--- config.mk ---
export PLATFORM = sky130hd
export DESIGN_NAME = multicycle_ctrl_flat
export DESIGN_NICKNAME = d
export VERILOG_FILES = /design/src/rtl/multicycle_ctrl_if.sv /design/src/rtl/multicycle_ctrl.sv /design/src/flat_wrapper.sv
export SDC_FILE = /design/constraint.sdc
export NUM_CORES = 1
export LEC_CHECK = 0
export ABC_CLOCK_PERIOD_IN_PS = 2100
export BUFFER_PORTS_ARGS = -buffer_cell sky130_fd_sc_hd__buf_2
export CAP_MARGIN = 20
export CORE_AREA = 2 2 42 44
export DETAILED_ROUTE_END_ITERATION = 10
export DIE_AREA = 0 0 44 46
export PLACE_DENSITY = 0.73
export SLEW_MARGIN = 20
export SYNTH_ARGS = -nofsm -noshare
export SYNTH_HDL_FRONTEND = slang
export SYNTH_SLANG_ARGS = --single-unit
--- constraint.sdc ---
create_clock -name clk -period 2.1 [get_ports clk]
set_clock_uncertainty 0.2 [all_clocks]
set_input_delay 0 -clock clk [delete_from_list [all_inputs] [get_ports clk]]
set_output_delay 0 -clock clk [all_outputs]
set_load 0.02 [all_outputs]
--- src/rtl/multicycle_ctrl_if.sv ---
// Controller <-> datapath bundle: instruction fields and ALU flags in,
// mux selects, ALU function and write strobes out.
interface multicycle_ctrl_if;
   logic [6:0] opcode;
   logic [2:0] funct3;
   logic       funct7b5;
   logic       zero_flag;
   logic       sign_flag;
   logic [2:0] alu_control;
   logic [1:0] alu_src_a;
   logic [1:0] alu_src_b;
   logic [1:0] result_src;
   logic       adr_src;
   logic       pc_write;
   logic       ir_write;
   logic       mem_write;
   logic       reg_write;
   logic       fault;
   logic [3:0] state_dbg;

   modport master (
      input  opcode, funct3, funct7b5, zero_flag, sign_flag,
      output alu_control, alu_src_a, alu_src_b, result_src, adr_src,
             pc_write, ir_write, mem_write, reg_write, fault, state_dbg
   );

   modport slave (
      output opcode, funct3, funct7b5, zero_flag, sign_flag,
      input  alu_control, alu_src_a, alu_src_b, result_src, adr_src,
             pc_write, ir_write, mem_write, reg_write, fault, state_dbg
   );
endinterface

--- src/rtl/multicycle_ctrl.sv ---
// Multi-cycle RV32I-subset control FSM.
//
//  state    | meaning
//  FETCH    | read instr at PC, IR <= mem, PC <= PC+4
//  DECODE   | ALUOut <= OldPC+imm, pick instruction class
//  MEMADR   | ALUOut <= rs1+imm (load/store address)
//  MEMREAD  | read data memory at ALUOut
//  MEMWB    | rd <= memory data
//  MEMWRITE | write rs2 to data memory at ALUOut
//  EXECR    | ALUOut <= rs1 op rs2
//  EXECI    | ALUOut <= rs1 op imm
//  ALUWB    | rd <= ALUOut
//  BRANCH   | compare rs1-rs2, PC <= ALUOut when taken
//  JAL      | PC <= ALUOut, ALUOut <= OldPC+4
//  FAULT    | unsupported instruction, halted until reset
module multicycle_ctrl #(
   parameter bit FAULT_HALT = 1'b1
) (
   input logic             clk,
   input logic             rst_n,
   multicycle_ctrl_if.master bus
);
   typedef enum logic [3:0] {
      S_FETCH    = 4'd0,
      S_DECODE   = 4'd1,
      S_MEMADR   = 4'd2,
      S_MEMREAD  = 4'd3,
      S_MEMWB    = 4'd4,
      S_MEMWRITE = 4'd5,
      S_EXECR    = 4'd6,
      S_EXECI    = 4'd7,
      S_ALUWB    = 4'd8,
      S_BRANCH   = 4'd9,
      S_JAL      = 4'd10,
      S_FAULT    = 4'd15
   } state_t;

   localparam logic [6:0] OP_LOAD   = 7'b0000011;
   localparam logic [6:0] OP_STORE  = 7'b0100011;
   localparam logic [6:0] OP_REG    = 7'b0110011;
   localparam logic [6:0] OP_IMM    = 7'b0010011;
   localparam logic [6:0] OP_BRANCH = 7'b1100011;
   localparam logic [6:0] OP_JAL    = 7'b1101111;

   localparam logic [2:0] ALU_ADD = 3'b000;
   localparam logic [2:0] ALU_SUB = 3'b001;
   localparam logic [2:0] ALU_OR  = 3'b010;
   localparam logic [2:0] ALU_AND = 3'b011;
   localparam logic [2:0] ALU_SLT = 3'b101;

   // Unsupported instructions either halt or retire silently as a NOP.
   localparam state_t S_BAD = FAULT_HALT ? S_FAULT : S_FETCH;

   state_t     state, state_nxt;
   logic       func_ok, branch_ok, taken;
   logic [2:0] alu_func, alu_ctl;
   logic [1:0] src_a, src_b, res_src;
   logic       adr, pc_w, ir_w, mem_w, reg_w, flt;

   // State register; reset always lands on FETCH.
   always_ff @(posedge clk or negedge rst_n) begin
      if (!rst_n) state <= S_FETCH;
      else        state <= state_nxt;
   end

   assign func_ok   = (bus.funct3 == 3'b000) || (bus.funct3 == 3'b010) ||
                      (bus.funct3 == 3'b110) || (bus.funct3 == 3'b111);
   assign branch_ok = (bus.funct3 == 3'b000) || (bus.funct3 == 3'b001) ||
                      (bus.funct3 == 3'b100);

   // Next-state logic; illegal funct3 is rejected in DECODE, never executed.
   always_comb begin
      state_nxt = state;
      case (state)
         S_FETCH:    state_nxt = S_DECODE;
         S_DECODE: begin
            case (bus.opcode)
               OP_LOAD, OP_STORE: state_nxt = S_MEMADR;
               OP_REG:            state_nxt = func_ok ? S_EXECR : S_BAD;
               OP_IMM:            state_nxt = func_ok ? S_EXECI : S_BAD;
               OP_BRANCH:         state_nxt = branch_ok ? S_BRANCH : S_BAD;
               OP_JAL:            state_nxt = S_JAL;
               default:           state_nxt = S_BAD;
            endcase
         end
         S_MEMADR:   state_nxt = bus.opcode[5] ? S_MEMWRITE : S_MEMREAD;
         S_MEMREAD:  state_nxt = S_MEMWB;
         S_MEMWB:    state_nxt = S_FETCH;
         S_MEMWRITE: state_nxt = S_FETCH;
         S_EXECR:    state_nxt = S_ALUWB;
         S_EXECI:    state_nxt = S_ALUWB;
         S_ALUWB:    state_nxt = S_FETCH;
         S_BRANCH:   state_nxt = S_FETCH;
         S_JAL:      state_nxt = S_ALUWB;
         S_FAULT:    state_nxt = S_FAULT;
         default:    state_nxt = S_FETCH;
      endcase
   end

   // ALU function for EXECR/EXECI and branch resolution from the ALU flags.
   always_comb begin
      alu_func = ALU_ADD;
      taken    = 1'b0;
      case (bus.funct3)
         3'b000:  alu_func = (state == S_EXECR && bus.funct7b5) ? ALU_SUB : ALU_ADD;
         3'b010:  alu_func = ALU_SLT;
         3'b110:  alu_func = ALU_OR;
         3'b111:  alu_func = ALU_AND;
         default: alu_func = ALU_ADD;
      endcase
      case (bus.funct3)
         3'b000:  taken = bus.zero_flag;
         3'b001:  taken = !bus.zero_flag;
         3'b100:  taken = bus.sign_flag;
         default: taken = 1'b0;
      endcase
   end

   // Moore output decode of the state register.
   always_comb begin
      alu_ctl = ALU_ADD;
      src_a   = 2'b00;
      src_b   = 2'b00;
      res_src = 2'b00;
      adr     = 1'b0;
      pc_w    = 1'b0;
      ir_w    = 1'b0;
      mem_w   = 1'b0;
      reg_w   = 1'b0;
      flt     = 1'b0;
      case (state)
         S_FETCH: begin
            ir_w    = 1'b1;
            src_b   = 2'b10;
            res_src = 2'b10;
            pc_w    = 1'b1;
         end
         S_DECODE: begin
            src_a = 2'b01;
            src_b = 2'b01;
         end
         S_MEMADR: begin
            src_a = 2'b10;
            src_b = 2'b01;
         end
         S_MEMREAD:  adr = 1'b1;
         S_MEMWB: begin
            res_src = 2'b01;
            reg_w   = 1'b1;
         end
         S_MEMWRITE: begin
            adr   = 1'b1;
            mem_w = 1'b1;
         end
         S_EXECR: begin
            src_a   = 2'b10;
            alu_ctl = alu_func;
         end
         S_EXECI: begin
            src_a   = 2'b10;
            src_b   = 2'b01;
            alu_ctl = alu_func;
         end
         S_ALUWB:    reg_w = 1'b1;
         S_BRANCH: begin
            src_a   = 2'b10;
            alu_ctl = ALU_SUB;
            pc_w    = taken;
         end
         S_JAL: begin
            src_a = 2'b01;
            src_b = 2'b10;
            pc_w  = 1'b1;
         end
         S_FAULT:    flt = 1'b1;
         default: ;
      endcase
   end

   // Strobes are masked during reset so the FETCH decode cannot write anything.
   assign bus.alu_control = alu_ctl;
   assign bus.alu_src_a   = src_a;
   assign bus.alu_src_b   = src_b;
   assign bus.result_src  = res_src;
   assign bus.adr_src     = adr;
   assign bus.pc_write    = pc_w  & rst_n;
   assign bus.ir_write    = ir_w  & rst_n;
   assign bus.mem_write   = mem_w & rst_n;
   assign bus.reg_write   = reg_w & rst_n;
   assign bus.fault       = flt   & rst_n;
   assign bus.state_dbg   = state;
endmodule

--- src/flat_wrapper.sv ---
// flat-port wrapper written by rule: the top's interface ports become plain ports
module multicycle_ctrl_flat 
#(
   parameter bit FAULT_HALT = 1'b1
)
  (clk, rst_n, bus_opcode, bus_funct3, bus_funct7b5, bus_zero_flag, bus_sign_flag, bus_alu_control, bus_alu_src_a, bus_alu_src_b, bus_result_src, bus_adr_src, bus_pc_write, bus_ir_write, bus_mem_write, bus_reg_write, bus_fault, bus_state_dbg);
  multicycle_ctrl_if bus_i ();
  input logic clk;
  input logic rst_n;
  input wire logic [$bits(bus_i.opcode)-1:0] bus_opcode;
  input wire logic [$bits(bus_i.funct3)-1:0] bus_funct3;
  input wire logic [$bits(bus_i.funct7b5)-1:0] bus_funct7b5;
  input wire logic [$bits(bus_i.zero_flag)-1:0] bus_zero_flag;
  input wire logic [$bits(bus_i.sign_flag)-1:0] bus_sign_flag;
  output wire logic [$bits(bus_i.alu_control)-1:0] bus_alu_control;
  output wire logic [$bits(bus_i.alu_src_a)-1:0] bus_alu_src_a;
  output wire logic [$bits(bus_i.alu_src_b)-1:0] bus_alu_src_b;
  output wire logic [$bits(bus_i.result_src)-1:0] bus_result_src;
  output wire logic [$bits(bus_i.adr_src)-1:0] bus_adr_src;
  output wire logic [$bits(bus_i.pc_write)-1:0] bus_pc_write;
  output wire logic [$bits(bus_i.ir_write)-1:0] bus_ir_write;
  output wire logic [$bits(bus_i.mem_write)-1:0] bus_mem_write;
  output wire logic [$bits(bus_i.reg_write)-1:0] bus_reg_write;
  output wire logic [$bits(bus_i.fault)-1:0] bus_fault;
  output wire logic [$bits(bus_i.state_dbg)-1:0] bus_state_dbg;
  assign bus_i.opcode = bus_opcode;
  assign bus_i.funct3 = bus_funct3;
  assign bus_i.funct7b5 = bus_funct7b5;
  assign bus_i.zero_flag = bus_zero_flag;
  assign bus_i.sign_flag = bus_sign_flag;
  assign bus_alu_control = bus_i.alu_control;
  assign bus_alu_src_a = bus_i.alu_src_a;
  assign bus_alu_src_b = bus_i.alu_src_b;
  assign bus_result_src = bus_i.result_src;
  assign bus_adr_src = bus_i.adr_src;
  assign bus_pc_write = bus_i.pc_write;
  assign bus_ir_write = bus_i.ir_write;
  assign bus_mem_write = bus_i.mem_write;
  assign bus_reg_write = bus_i.reg_write;
  assign bus_fault = bus_i.fault;
  assign bus_state_dbg = bus_i.state_dbg;
  multicycle_ctrl #(.FAULT_HALT(FAULT_HALT)) u_core (.clk(clk), .rst_n(rst_n), .bus(bus_i));
endmodule
==> qor.yml <==
logic_synthesis:
  synth_ff_type: "dfrtp_1"
  syn-cell-area_um2: 625.6
  synth_common_cells: "6 x nor3_1, 5 x buf_6, 5 x nand2_1, 5 x nor2_1"
  synth_edf_count: 0
  synth_cell_types: 38
  async_reset_ff_frac: 1.000
  ys_seq_area_frac: 0.1600
  synth_cells: 83
  yosysWarnings: 0
  synth_largest_area_cell: "dfrtp_1"
  synth_most_common_cell: "nor3_1"
  ys_seq_elements: 4
  yosys-top-cells-area: "dfrtp_1 16%, buf_6 9.0%, nor3_1 4.8%"
  syn_avg_cell_area_um2: 7.537
  synthesis.nets: 98
  synth_top_area_share: 0.1600
power_and_ir_drop:
  peakVddDrop_v: 0.0005038
  total_power_uw: 1085
  p_sw_uw: 582.0
  clock_power_share: 0.084
  power_density_nw_per_um2: 1318
  power_frac_comb: 0.697
  p_int_uw: 502.9
  p_sw_frac: 0.5365
  leakage_uw: 0.0004172
  seqPwrFrac: 0.219
cts:
  clock_path_buffers: 2
  cts_root_buf: "clkbuf_4"
  cts.clk_slew.worst_paths_ns: 0.04
  insertion_delay_ns: 0.23
  cts_tree: "done"
  ctsHtreeMaxLevel: 1
  cts_buffers: 3
  post_cts_buffers: 0
  clock-sinks: 4
outcome:
  status: "complete, no violations"
placed_design:
  place.gp.congestion: 0.7768
  io_buffers: 33
  dpl-instance-area_um2: 750.7
  place_hpwl_um: 1163
detailed_routing:
  drc_errors: 0
  drt_wl_total_um: 1546
  vias: 718
  firstDrtPassIters: 4
  wire_per_inst_um: 11.45
  drtIter0Drc: 10
  vias_per_cell: 5.319
  drtAntennaViolNets: 0
finish:
  largest_reg_flops: 4
  drive_gt1_frac: 0.3559
  insertedDiodeCount: 0
  stdcell_area_um2: 823.3
  final_util: 0.5101
  layout.nets: 135
  syn_to_final_growth_pct: 31.60
min_path:
  hp-class: "primary input to flip-flop"
critical_path:
  crit_buf_inv: 1
  cp_slowest_cell: "dfrtp_1"
  cp.required_ns: 1.90
  crit_arrival_ns: 1.64
  crit_chain: "or3b_2 > a21oi_1 > buf_2"
  cpPeakStageDelay_ns: 0.57
  crit_type: "flip-flop to primary output"
  start_kind: "flip-flop"
  endpoint_kind: "primary output"
  crit_path_max_fanout: 20
  path_delay_family: "flip-flops"
sta:
  period_share: 0.8745
  rsz0062_at_grt: "no"
  final.min_clock_period_ns: 1.836
  setup_viol: 0
  worst_pin_slew_ns: 0.5423
  drv_slew: 0
  max_freq_ghz: 0.5445
  hold_viol_final: 0
  slew-limit-headroom: 0.6384
  fin_tns_setup_ns: 0
floorplan:
  initial_core_util: 0.3876
  die_w_um: 44
  fp-row-count: 15
  pin_count: 34
  die_h_um: 46
  die-area_um2: 2024
  core_um2: 1614
run:
  max_cap_viol_count: 0
global_routing:
  track_usage: 0.1631
  grt_pass1_vias: 621
  grt_max_degree: 21
  grt-ovfl-total: 0
  antenna_found_initial: 0
  grt_pass1_wl_um: 2525
[repair_timing]
action / 4_1_cts / 5_1_grt
endpoints found under the hold margin: 7 / 0
resized for setup: 0 / 0
hold buffers: 5 / 0
[stage by stage]
stage               instances  hold slack, ns  setup WS (ns)
floorplan                  83         -0.4956         0.4091
global placement          127         -0.3728         0.4454
detailed placement        127         -0.3697         0.4313
CTS                       135         0.03107         0.2543
global route              135         0.06892         0.1616
finish                    135         0.03474         0.2636
[kinds of logic (layout without fill, tap and decap cells)]
family,Yosys count,after routing,synth area share
and+or+nand+nor,40,40,0.3720
AOI/OAI and AO/OA,20,20,0.2160
buffers and inverters,12,47,0.1460
xor gates and xnor gates,4,4,0.05601
DFF,4,4,0.1600
muxes,3,3,0.05000
[area by class of cell]
type	count	area (um2)
Clock buffer	3	22.52
Timing Repair Buffer	40	230.2
Multi-Input combinational cell	67	434.2
Fill cell	165	790.8
Inverter	4	15.01
Sequential cell	4	100.1
Tap cell	17	21.27
[placed cells by master, fill, tap and decap left out, types with 2 or more instances in the layout]
master         Yosys  routed
nor2_1             5       5
mux2i_1            2       2
nor3_1             6       6
or3_1              3       3
nand2b_1           4       4
and3_1             3       3
a21oi_1            4       4
o21ai_1            2       2
nand3_1            2       2
clkbuf_4           0       3
nor2b_1            2       2
dlygate4sd3_1      0       5
xnor2_1            3       3
inv_1              4       4
dfrtp_1            4       4
buf_2              1      33
o22ai_1            2       2
nand2_1            5       5
nor4_1             2       2
buf_4              2       2
o21ai_0            4       4
[path summary, 6_finish.rpt]
check	depth (start not counted)	slack [ns]	endpoint	from
worst max register to register	3	0.42	u_core.bus.state_dbg[0]$_DFF_PN0_	u_core.bus.state_dbg[3]$_DFF_PN0_
min in group asynchronous	3	0.54	u_core.bus.state_dbg[3]$_DFF_PN0_	rst_n
worst min-delay path	4	0.03	u_core.bus.state_dbg[1]$_DFF_PN0_	bus_opcode[2]
worst max-delay path	3	0.26	bus_alu_src_a[0]	u_core.bus.state_dbg[3]$_DFF_PN0_
worst min register to register	2	0.51	u_core.bus.state_dbg[3]$_DFF_PN0_	u_core.bus.state_dbg[1]$_DFF_PN0_
max in group asynchronous	3	0.99	u_core.bus.state_dbg[1]$_DFF_PN0_	rst_n
[power by group through the flow]
| stage | combinational, uW | sequential, uW | clock [uW] |
|---|---|---|---|
| 5_1_grt | 832 | 251 | 99.5 |
| 2_1_floorplan | 672 | 186 | 0 |
| 4_1_cts | 760 | 235 | 95.4 |
| 3_5_place_dp | 750 | 236 | 0 |
| 6_report | 756 | 238 | 90.9 |
| 3_3_place_gp | 741 | 230 | 0 |
[metal layers]
metal / wire length, um / global-route usage
met1: 720 / 0.1919
met2: 764 / 0.3000
met3: 60 / 0.02381
met4: 0 / 0.05455
met5: 0 / 0
[tightest hold or removal path, stage by stage]
cell	delay [ns]
buf_2	0.10
a211oi_1	0.05
a31o_1	0.22
nand2_1	0.06
Power figures use the tool's default switching activity.
